$ cat config.mk
export PLATFORM = sky130hd
export DESIGN_NAME = sipo_word_deser
export DESIGN_NICKNAME = d
export VERILOG_FILES = /design/src/rtl/sipo_word_deser.sv
export SDC_FILE = /design/constraint.sdc
export NUM_CORES = 1
export LEC_CHECK = 0
export ABC_AREA = 1
export CAP_MARGIN = 20
export CORE_MARGIN = 3
export CORE_UTILIZATION = 30
export DETAILED_ROUTE_END_ITERATION = 7
export GPL_TIMING_DRIVEN = 0
export SLEW_MARGIN = 20
export SYNTH_ARGS = -nofsm -noshare
export SYNTH_HDL_FRONTEND = slang
export SYNTH_SLANG_ARGS = --single-unit
$ cat constraint.sdc
create_clock -name clk -period 2.1 [get_ports clk]
set_input_delay 0.21 -clock clk [delete_from_list [all_inputs] [get_ports clk]]
set_output_delay 0.21 -clock clk [all_outputs]
set_load 0.05 [all_outputs]
$ cat src/rtl/sipo_word_deser.sv
// Serial-in/parallel-out word deserialiser with a bit counter, a holding
// register, a valid/ready handshake and a sticky overrun flag.
module sipo_word_deser #(
  parameter int WIDTH     = 8,
  parameter bit MSB_FIRST = 1'b1,
  localparam int CW       = $clog2(WIDTH)
) (
  input  logic             clk,
  input  logic             rst,
  input  logic             ena,
  input  logic             DatIn,
  input  logic             sync,
  input  logic             out_ready,
  input  logic             ovr_clr,
  output logic [WIDTH-1:0] ShiftOut,
  output logic [WIDTH-1:0] DatOut,
  output logic             out_valid,
  output logic             overrun,
  output logic [CW-1:0]    bit_cnt
);

  localparam logic [CW-1:0] LAST = CW'(WIDTH - 1);

  logic [WIDTH-1:0] sr_q, sr_d;
  logic [WIDTH-1:0] dat_q, dat_d;
  logic [CW-1:0]    cnt_q, cnt_d;
  logic             vld_q, vld_d;
  logic             ovr_q, ovr_d;
  logic             done;

  always_comb begin
    sr_d  = sr_q;
    cnt_d = cnt_q;
    dat_d = dat_q;
    vld_d = vld_q;
    ovr_d = ovr_q;
    done  = 1'b0;

    if (sync) begin
      sr_d  = '0;
      cnt_d = '0;
    end else if (ena) begin
      if (MSB_FIRST) begin
        sr_d = {sr_q[WIDTH-2:0], DatIn};
      end else begin
        sr_d = {DatIn, sr_q[WIDTH-1:1]};
      end
      done  = (cnt_q == LAST);
      cnt_d = done ? '0 : cnt_q + 1'b1;
    end

    // A completion reloads the holding register even if unconsumed.
    if (done) begin
      dat_d = sr_d;
      vld_d = 1'b1;
    end else if (vld_q && out_ready) begin
      vld_d = 1'b0;
    end

    // Set beats clear when both happen on the same edge.
    if (done && vld_q && !out_ready) begin
      ovr_d = 1'b1;
    end else if (ovr_clr) begin
      ovr_d = 1'b0;
    end
  end

  always_ff @(posedge clk) begin
    if (rst) begin
      sr_q  <= '0;
      dat_q <= '0;
      cnt_q <= '0;
      vld_q <= 1'b0;
      ovr_q <= 1'b0;
    end else begin
      sr_q  <= sr_d;
      dat_q <= dat_d;
      cnt_q <= cnt_d;
      vld_q <= vld_d;
      ovr_q <= ovr_d;
    end
  end

  assign ShiftOut  = sr_q;
  assign DatOut    = dat_q;
  assign out_valid = vld_q;
  assign overrun   = ovr_q;
  assign bit_cnt   = cnt_q;

endmodule

==> impl_metrics.toml, run 1 <==
[floorplan]
die_x_um = 58.7
die_h_um = 58.7
coreArea_mm2 = 0.00257
io_pins = 28
start_util = 0.325
num_rows = 18
fp.dieArea_mm2 = 0.00345

[global_routing]
antenna_found_initial = 0
grt_max_degree = 12
first_global_vias = 665
grt_pass1_wl_um = 3170
grt_overflow = 0
grt_usage = 0.123

[pwr]
total_leakage_power_nw = 0.530
finalPower_uw = 683
vdd_ir_drop_max_v = 0.000261
pwr_density_cell_mw_per_mm2 = 585

[clock_network]
cts_tree = "built"
htreeDepth = 1
clock_latency_ns = 0.30
root_buffer = "clkbuf_4"
cts_buffers = 3
holdBufCountCts = 0
cts.sinks = 21
cts_setup_buffers = 0
cts_resized = 0
clk_pin_slew_ns = 0.12
clockBufferDepth = 2

[status]
status = "completed"

[placed_design]
dpl_worst_slack_ns = 0.662
port_buffers = 27
post_dp_cell_area_mm2 = 0.00114
dp_cells = 173
dp_hpwl_um = 1280
globalplace.congestion = 0.720

[routing]
drt_wl_total_um = 1790
wl_per_cell_um = 10.1
final_antenna_net_count = 0
num_vias = 744
vias_per_cell = 4.20
drc = 0
drt_iter0_drc = 19
drt_first_pass_iters = 4

[synth]
synth_fp_nets = 125
ys_top_cells_by_area = "dfxtp_1 (50%), nor2_1 (17%), nand2_1 (11%)"
syn_inst = 116
synth_mux_area_frac = 0
synthAdderAreaFrac = 0.0300
ys_top_cells_by_count = "nor2_1 (38), nand2_1 (25), dfxtp_1 (21)"
synth-main-ff-cell = "dfxtp_1"
ys_seq_area_frac = 0.505
synthSimpleGateAreaFrac = 0.305
synth_cell_type_count = 10
ys_seq_elements = 21
async_flop_share = 0
synth-compound-area-share = 0.0721
synth_warnings = 0
avgSynthCellArea_um2 = 7.18
synth_edf_count = 0
synth_xor_area_frac = 0
netlist_area_um2 = 833
synth_top_family_by_area = "simple AND/OR/NAND/NOR gates"
yosysMostFrequentCell = "nor2_1"
yosysTopAreaCell = "dfxtp_1"
synth_top_area_share = 0.505

[critical_path]
required_ns = 1.89
cp.arrival_ns = 1.53
r2r_cells = 7
crit_fanout = 4
path_class = "reg2out"
crit_path_end = "ShiftOut[6]"
crit_cells = 1
rr_startpoint = "bit_cnt[0]"
path_delay_family = "buffers and inverters"
startpoint_type = "register"
path_cells = "clkdlybuf4s50_1"
timing.critical_path.from = "ShiftOut[6]"
reg2reg_to = "DatOut[5]"
slowest_stage = "clkdlybuf4s50_1"
rrSetupSlack_ns = 0.73
critPathBufInv = 1
max_stage_delay_ns = 0.83
setup.worst_path.end_class = "primary output"

[timing]
fin_crit_sh = 0.830
tightest_slew_ns = 0.497
fmax_mhz = 574
hold_viol_final = 0
fin_skew_ns = 0.00428
rsz0062_at_grt = "no"
maxSlewViolCount = 0
worst_slack_ns = 0.357
period_needed_ns = 1.74
maxSlewHeadroom = 0.668
finalSetupViolCount = 0
fin_hold_ws_ns = 0.467
timing.setup.tns_ns = 0

[finish]
drive_gt1_frac = 0.0476
utilization = 0.455
n_fill_cell = 290
area_growth_pct = 40.1
n_antenna_cell = 0
nets = 157
fin_cells = 177
postLayoutCellArea_mm2 = 0.00117

[run]
drv_cap = 0

[worst_hold_path]
worstHoldStart = "overrun"
hp-class = "reg2reg"
layout by cell type, fill, tap and decap left out:
| cell type | instances |
|---|---|
| dfxtp_1 | 21 |
| clkbuf_1 | 1 |
| nand2_1 | 25 |
| buf_2 | 2 |
| clkbuf_4 | 3 |
| nor2_1 | 38 |
| o21ai_0 | 8 |
| a21oi_1 | 4 |
| inv_1 | 14 |
| clkdlybuf4s50_1 | 27 |
| ha_1 | 2 |
| buf_6 | 1 |
| nand3_4 | 1 |
kinds of logic (layout without fill, tap and decap cells):
family / after synthesis / in the layout
simple gates: 64 / 64
flops: 21 / 21
fa+ha+maj: 2 / 2
buf+inv: 17 / 48
compound gates: 12 / 12
area by class of cell:
cell class,count,area (um^2),share of cell area
sequential,21,420,0.360
multi-input combinational,78,339,0.290
timing repair buffer,27,270,0.232
inverter,14,52.6,0.0450
tap,30,37.5,0.0322
clock buffer,4,26.3,0.0225
buffer,3,21.3,0.0182
report_power, final:
part | total (mW) | switching, mW | internal [mW]
registers | 0.411 | 0.00607 | 0.405
clock network | 0.197 | 0.123 | 0.0740
logic | 0.0753 | 0.0470 | 0.0283
sequential cells by signal, indices dropped and copies added (netlist names):
name,cells
DatOut,8
out_valid,1
overrun,1
bit_cnt,3
ShiftOut,8
per-layer routing:
layer | part of all wire | global-route usage
met3 | 0.059 | 0.0351
met2 | 0.45 | 0.182
met5 | 0 | 0
met4 | 0.0078 | 0.0583
met1 | 0.49 | 0.164
how the worst min path moves through the flow:
stage | endpoint | slack, ns | cells past startpoint
floorplan | overrun | 0.28 | 1
global placement | overrun | 0.45 | 2
detailed placement | overrun | 0.45 | 2
CTS | overrun | 0.47 | 2
global route | overrun | 0.52 | 2
finish | overrun | 0.47 | 2
No activity file was read; power rests on OpenSTA's default activity.
==> run 2, diff against run 1 <==
- clock period: 2.1 -> 1.5 ns (I/O delays scaled with it)
==> run 2 against run 1 <==
Core utilization decreased by 0.88 points. Global-route usage decreased by 0.51 points. Register-to-register slack got worse by 0.56 ns. Largest power group unchanged. Critical endpoint is now ShiftOut[3]. Largest cell class unchanged.
==> impl_metrics.toml, run 2 (same netlist as run 1, synthesis figures left out) <==
[finish]
n_fill_cell = 264
area_growth_pct = 37.4
drive_gt1_frac = 0.0680
fin_cells = 177
nets = 157
utilization = 0.446
layout_common_cells = "nor2_1 (38), nand2_1 (25), dlygate4sd2_1 (21)"
layout_commonest_cell = "nor2_1"
n_antenna_cell = 0

[critical_path]
crit_fanout = 4
slowest_stage = "dlygate4sd2_1"
rr_startpoint = "bit_cnt[0]"
cp.arrival_ns = 1.26
rrSetupSlack_ns = 0.17
setup.worst_path.end_class = "primary output"
critPathBufInv = 1
max_stage_delay_ns = 0.55
path_cells = "dlygate4sd2_1"
path_class = "reg2out"
required_ns = 1.35
timing.critical_path.from = "ShiftOut[3]"
startpoint_type = "register"
path_delay_family = "buffers and inverters"

[status]
status = "completed"

[floorplan]
die_h_um = 58.7
num_rows = 18
io_pins = 28
die_x_um = 58.7
coreArea_mm2 = 0.00257
start_util = 0.325
fp.dieArea_mm2 = 0.00345

[clock_network]
cts_setup_buffers = 0
cts_resized = 21
cts.sinks = 21
holdBufCountCts = 0
root_buffer = "clkbuf_4"
cts_tree = "built"
htreeDepth = 1
clk_pin_slew_ns = 0.12
clock_latency_ns = 0.30
cts_buffers = 3
clockBufferDepth = 2

[global_routing]
antenna_found_initial = 0
grt_overflow = 0
grt_usage = 0.118
first_global_vias = 701
grt_pass1_wl_um = 3090
grt_max_degree = 13

[routing]
vias_per_cell = 4.29
wl_per_cell_um = 10.4
drc = 0
num_vias = 759
drt_wl_total_um = 1840
final_antenna_net_count = 0
drt_first_pass_iters = 4
drt_iter0_drc = 18

[placed_design]
port_buffers = 27
globalplace.congestion = 0.732
dp_hpwl_um = 1360
dp_cells = 173

[pwr]
pwr_density_cell_mw_per_mm2 = 827
switchingPower_uw = 247
p_comb_frac = 0.106
vdd_ir_drop_max_v = 0.000701
share_seq_of_total_power = 0.607
switching_share = 0.261
power.internal_uw = 700
p_clk_frac = 0.287
total_leakage_power_nw = 0.630

[run]
drv_cap = 0

[timing]
finalSetupViolCount = 0
fin_crit_sh = 0.942
hold_viol_final = 0
maxSlewViolCount = 0
fin_skew_ns = 0.00271
maxSlewHeadroom = 0.671
tightest_slew_ns = 0.496
timing.setup.tns_ns = 0
fmax_mhz = 708
period_needed_ns = 1.41
rsz0062_at_grt = "no"

[worst_hold_path]
worstHoldStart = "DatIn"
hp-class = "in2reg"
==> run 2: final cells by class <==
class,instances,area [um^2],area share
Clock inverter,1,5.00,0.00437
Tap cell,30,37.5,0.0328
Buffer,3,21.3,0.0186
Timing Repair Buffer,27,244,0.213
Sequential cell,21,423,0.369
Clock buffer,3,22.5,0.0197
Multi-Input combinational cell,78,339,0.296
Inverter,14,52.6,0.0459
==> run 2: per-layer routing <==
metal  part of all wire  global-route usage  wire length, um
met1               0.50               0.155              911
met2               0.43               0.177              784
met3              0.068              0.0504              126
met4             0.0092              0.0291               17
met5                  0                   0                0
==> run 2: power by group through the flow <==
stage	combinational [mW]	clock (mW)	sequential (mW)
2_1_floorplan	0.0302	0	0.618
3_3_place_gp	0.106	0	0.588
3_5_place_dp	0.107	0	0.588
4_1_cts	0.102	0.284	0.575
5_1_grt	0.109	0.304	0.577
6_report	0.100	0.272	0.575
==> run 2: path summary, 6_finish.rpt <==
path / to / depth (start not counted)
worst min register to register: overrun / 2
worst max register to register: DatOut[6] / 7
worst min-delay path: DatOut[0] / 3
worst max-delay path: ShiftOut[3] / 1
==> run 2: per-stage QoR <==
| step | hold slack, ns | setup WS (ns) | area [um^2] | power (mW) |
|---|---|---|---|---|
| 2_1_floorplan | 0.219 | 0.0629 | 836 | 0.648 |
| 3_3_place_gp | 0.454 | 0.111 | 1140 | 0.694 |
| 3_5_place_dp | 0.458 | 0.127 | 1140 | 0.695 |
| 4_1_cts | 0.448 | 0.0805 | 1140 | 0.961 |
| 5_1_grt | 0.447 | 0.0238 | 1140 | 0.991 |
| 6_report | 0.455 | 0.0866 | 1140 | 0.947 |
==> run 3, diff against run 2 <==
- clock period: 1.5 -> 1.25 ns (I/O delays scaled with it)
==> run 3 against run 2 <==
Register-to-register slack worse by 0.07 ns. Via count up 1.3%. Non-clock buffer count down 1. Clock power up 14%. Hold slack worse by 0.024 ns. Clock-buffer cell count up 1. Global-route usage down 0.74 points. Core utilization up 1.1 points. Largest power group unchanged.
==> impl_metrics.toml, run 3 (same netlist as run 1, synthesis figures left out) <==
[status]
status = "completed"

[pwr]
switchingPower_uw = 276
pwr_density_cell_mw_per_mm2 = 953
total_leakage_power_nw = 0.538
switching_share = 0.247
p_clk_frac = 0.278
power.internal_uw = 841
share_seq_of_total_power = 0.615
p_comb_frac = 0.106
vdd_ir_drop_max_v = 0.000688

[clock_network]
clockBufferDepth = 2
cts_setup_buffers = 0
cts_tree = "built"
cts_buffers = 3
holdBufCountCts = 0
root_buffer = "clkbuf_4"
htreeDepth = 1
clock_latency_ns = 0.29
cts.sinks = 21
clk_pin_slew_ns = 0.11

[floorplan]
die_x_um = 58.7
coreArea_mm2 = 0.00257
num_rows = 18
io_pins = 28
start_util = 0.325
fp.dieArea_mm2 = 0.00345
die_h_um = 58.7

[critical_path]
critPathBufInv = 1
max_stage_delay_ns = 0.39
rr_startpoint = "bit_cnt[0]"
startpoint_type = "register"
reg2reg_to = "DatOut[0]"
path_class = "reg2out"
rrSetupSlack_ns = 0.10
path_delay_family = "flip-flops"
slowest_stage = "dfxtp_4"
setup.worst_path.end_class = "primary output"
path_cells = "clkdlybuf4s15_2"
r2r_cells = 6
required_ns = 1.12
cp.arrival_ns = 1.05
crit_fanout = 4

[finish]
regArea_um2 = 429
nets = 156
multi_input_area_um2 = 364
layout_commonest_cell = "nor2_1"
drive_gt1_frac = 0.219
n_antenna_cell = 0
fin_cells = 176
area_growth_pct = 40.7
layout_common_cells = "nor2_1 (38), nand2_1 (25), dfxtp_1 (18)"
n_fill_cell = 282

[routing]
drc = 0
drt_iter0_drc = 21
drt_first_pass_iters = 5
final_antenna_net_count = 0
num_vias = 769
vias_per_cell = 4.37
drt_wl_total_um = 1700
wl_per_cell_um = 9.64

[placed_design]
dp_hpwl_um = 1310
globalplace.congestion = 0.718
port_buffers = 27
dp_cells = 173

[worst_hold_path]
hp-class = "in2reg"
holdPathEnd = "out_valid"
hold_depth = 2
worstHoldStart = "rst"

[timing]
hold_viol_final = 0
finalSetupViolCount = 0
period_needed_ns = 1.18
fin_crit_sh = 0.944
maxSlewHeadroom = 0.693
tightest_slew_ns = 0.460
fmax_mhz = 848
rsz0062_at_grt = "no"
fin_hold_ws_ns = 0.431
fin_skew_ns = 0.00742
maxSlewViolCount = 0

[global_routing]
antenna_found_initial = 0
grt_overflow = 0
grt_usage = 0.110
first_global_vias = 684
grt_pass1_wl_um = 2940
grt_max_degree = 17

[run]
drv_cap = 0
run 3: final cells by class:
class                   count  share of cell area
well taps                  30              0.0320
flip-flops and latches     21               0.366
multi-input cells          78               0.311
inverters                  14              0.0448
clock buffers               4              0.0224
plain buffers               2             0.00854
repair buffers             27               0.216
run 3: power by group through the flow:
stage                     sequential, mW  combinational, mW  clock (mW)
after floorplan                    0.739             0.0367           0
after global placement             0.703              0.127           0
after detailed placement           0.703              0.128           0
after CTS                          0.688              0.126       0.331
after global routing               0.691              0.131       0.373
final                              0.687              0.119       0.311
run 3: worst max-delay path by stage:
| stage | cells after the start | slack, ns | startpoint | to |
|---|---|---|---|---|
| after floorplan | 6 | 0.03 | bit_cnt[0] | DatOut[7] |
| after global placement | 4 | -0.11 | rst | bit_cnt[1] |
| after detailed placement | 4 | -0.12 | rst | bit_cnt[1] |
| after CTS | 1 | 0.02 | ShiftOut[3] | ShiftOut[3] |
| after global routing | 6 | 0.006 | bit_cnt[0] | DatOut[6] |
| final | 1 | 0.07 | bit_cnt[0] | bit_cnt[0] |
run 3: repair_timing:
| item | CTS | global route |
|---|---|---|
| pin swaps | 0 | 0 |
| resized for setup | 63 | 14 |
| endpoints found under the setup margin | 22 | 7 |
run 3: per-stage QoR:
step	util	area [um^2]	setup slack, ns	power, mW	TNS, ns
floorplan	-	867	0.0316	0.776	0
global placement	0.458	1170	-0.107	0.831	-1.76
detailed placement	0.458	1170	-0.120	0.831	-1.83
CTS	0.474	1220	0.0221	1.14	0
global route	0.457	1170	0.00555	1.19	0
finish	0.457	1170	0.0705	1.12	0
run 3: per-layer routing:
metal	up-vias	GRT usage	wire (um)
li1	412	-	-
met1	327	0.142	749
met2	28	0.172	769
met3	2	0.0439	158
met4	0	0.0291	20
met5	-	0	0
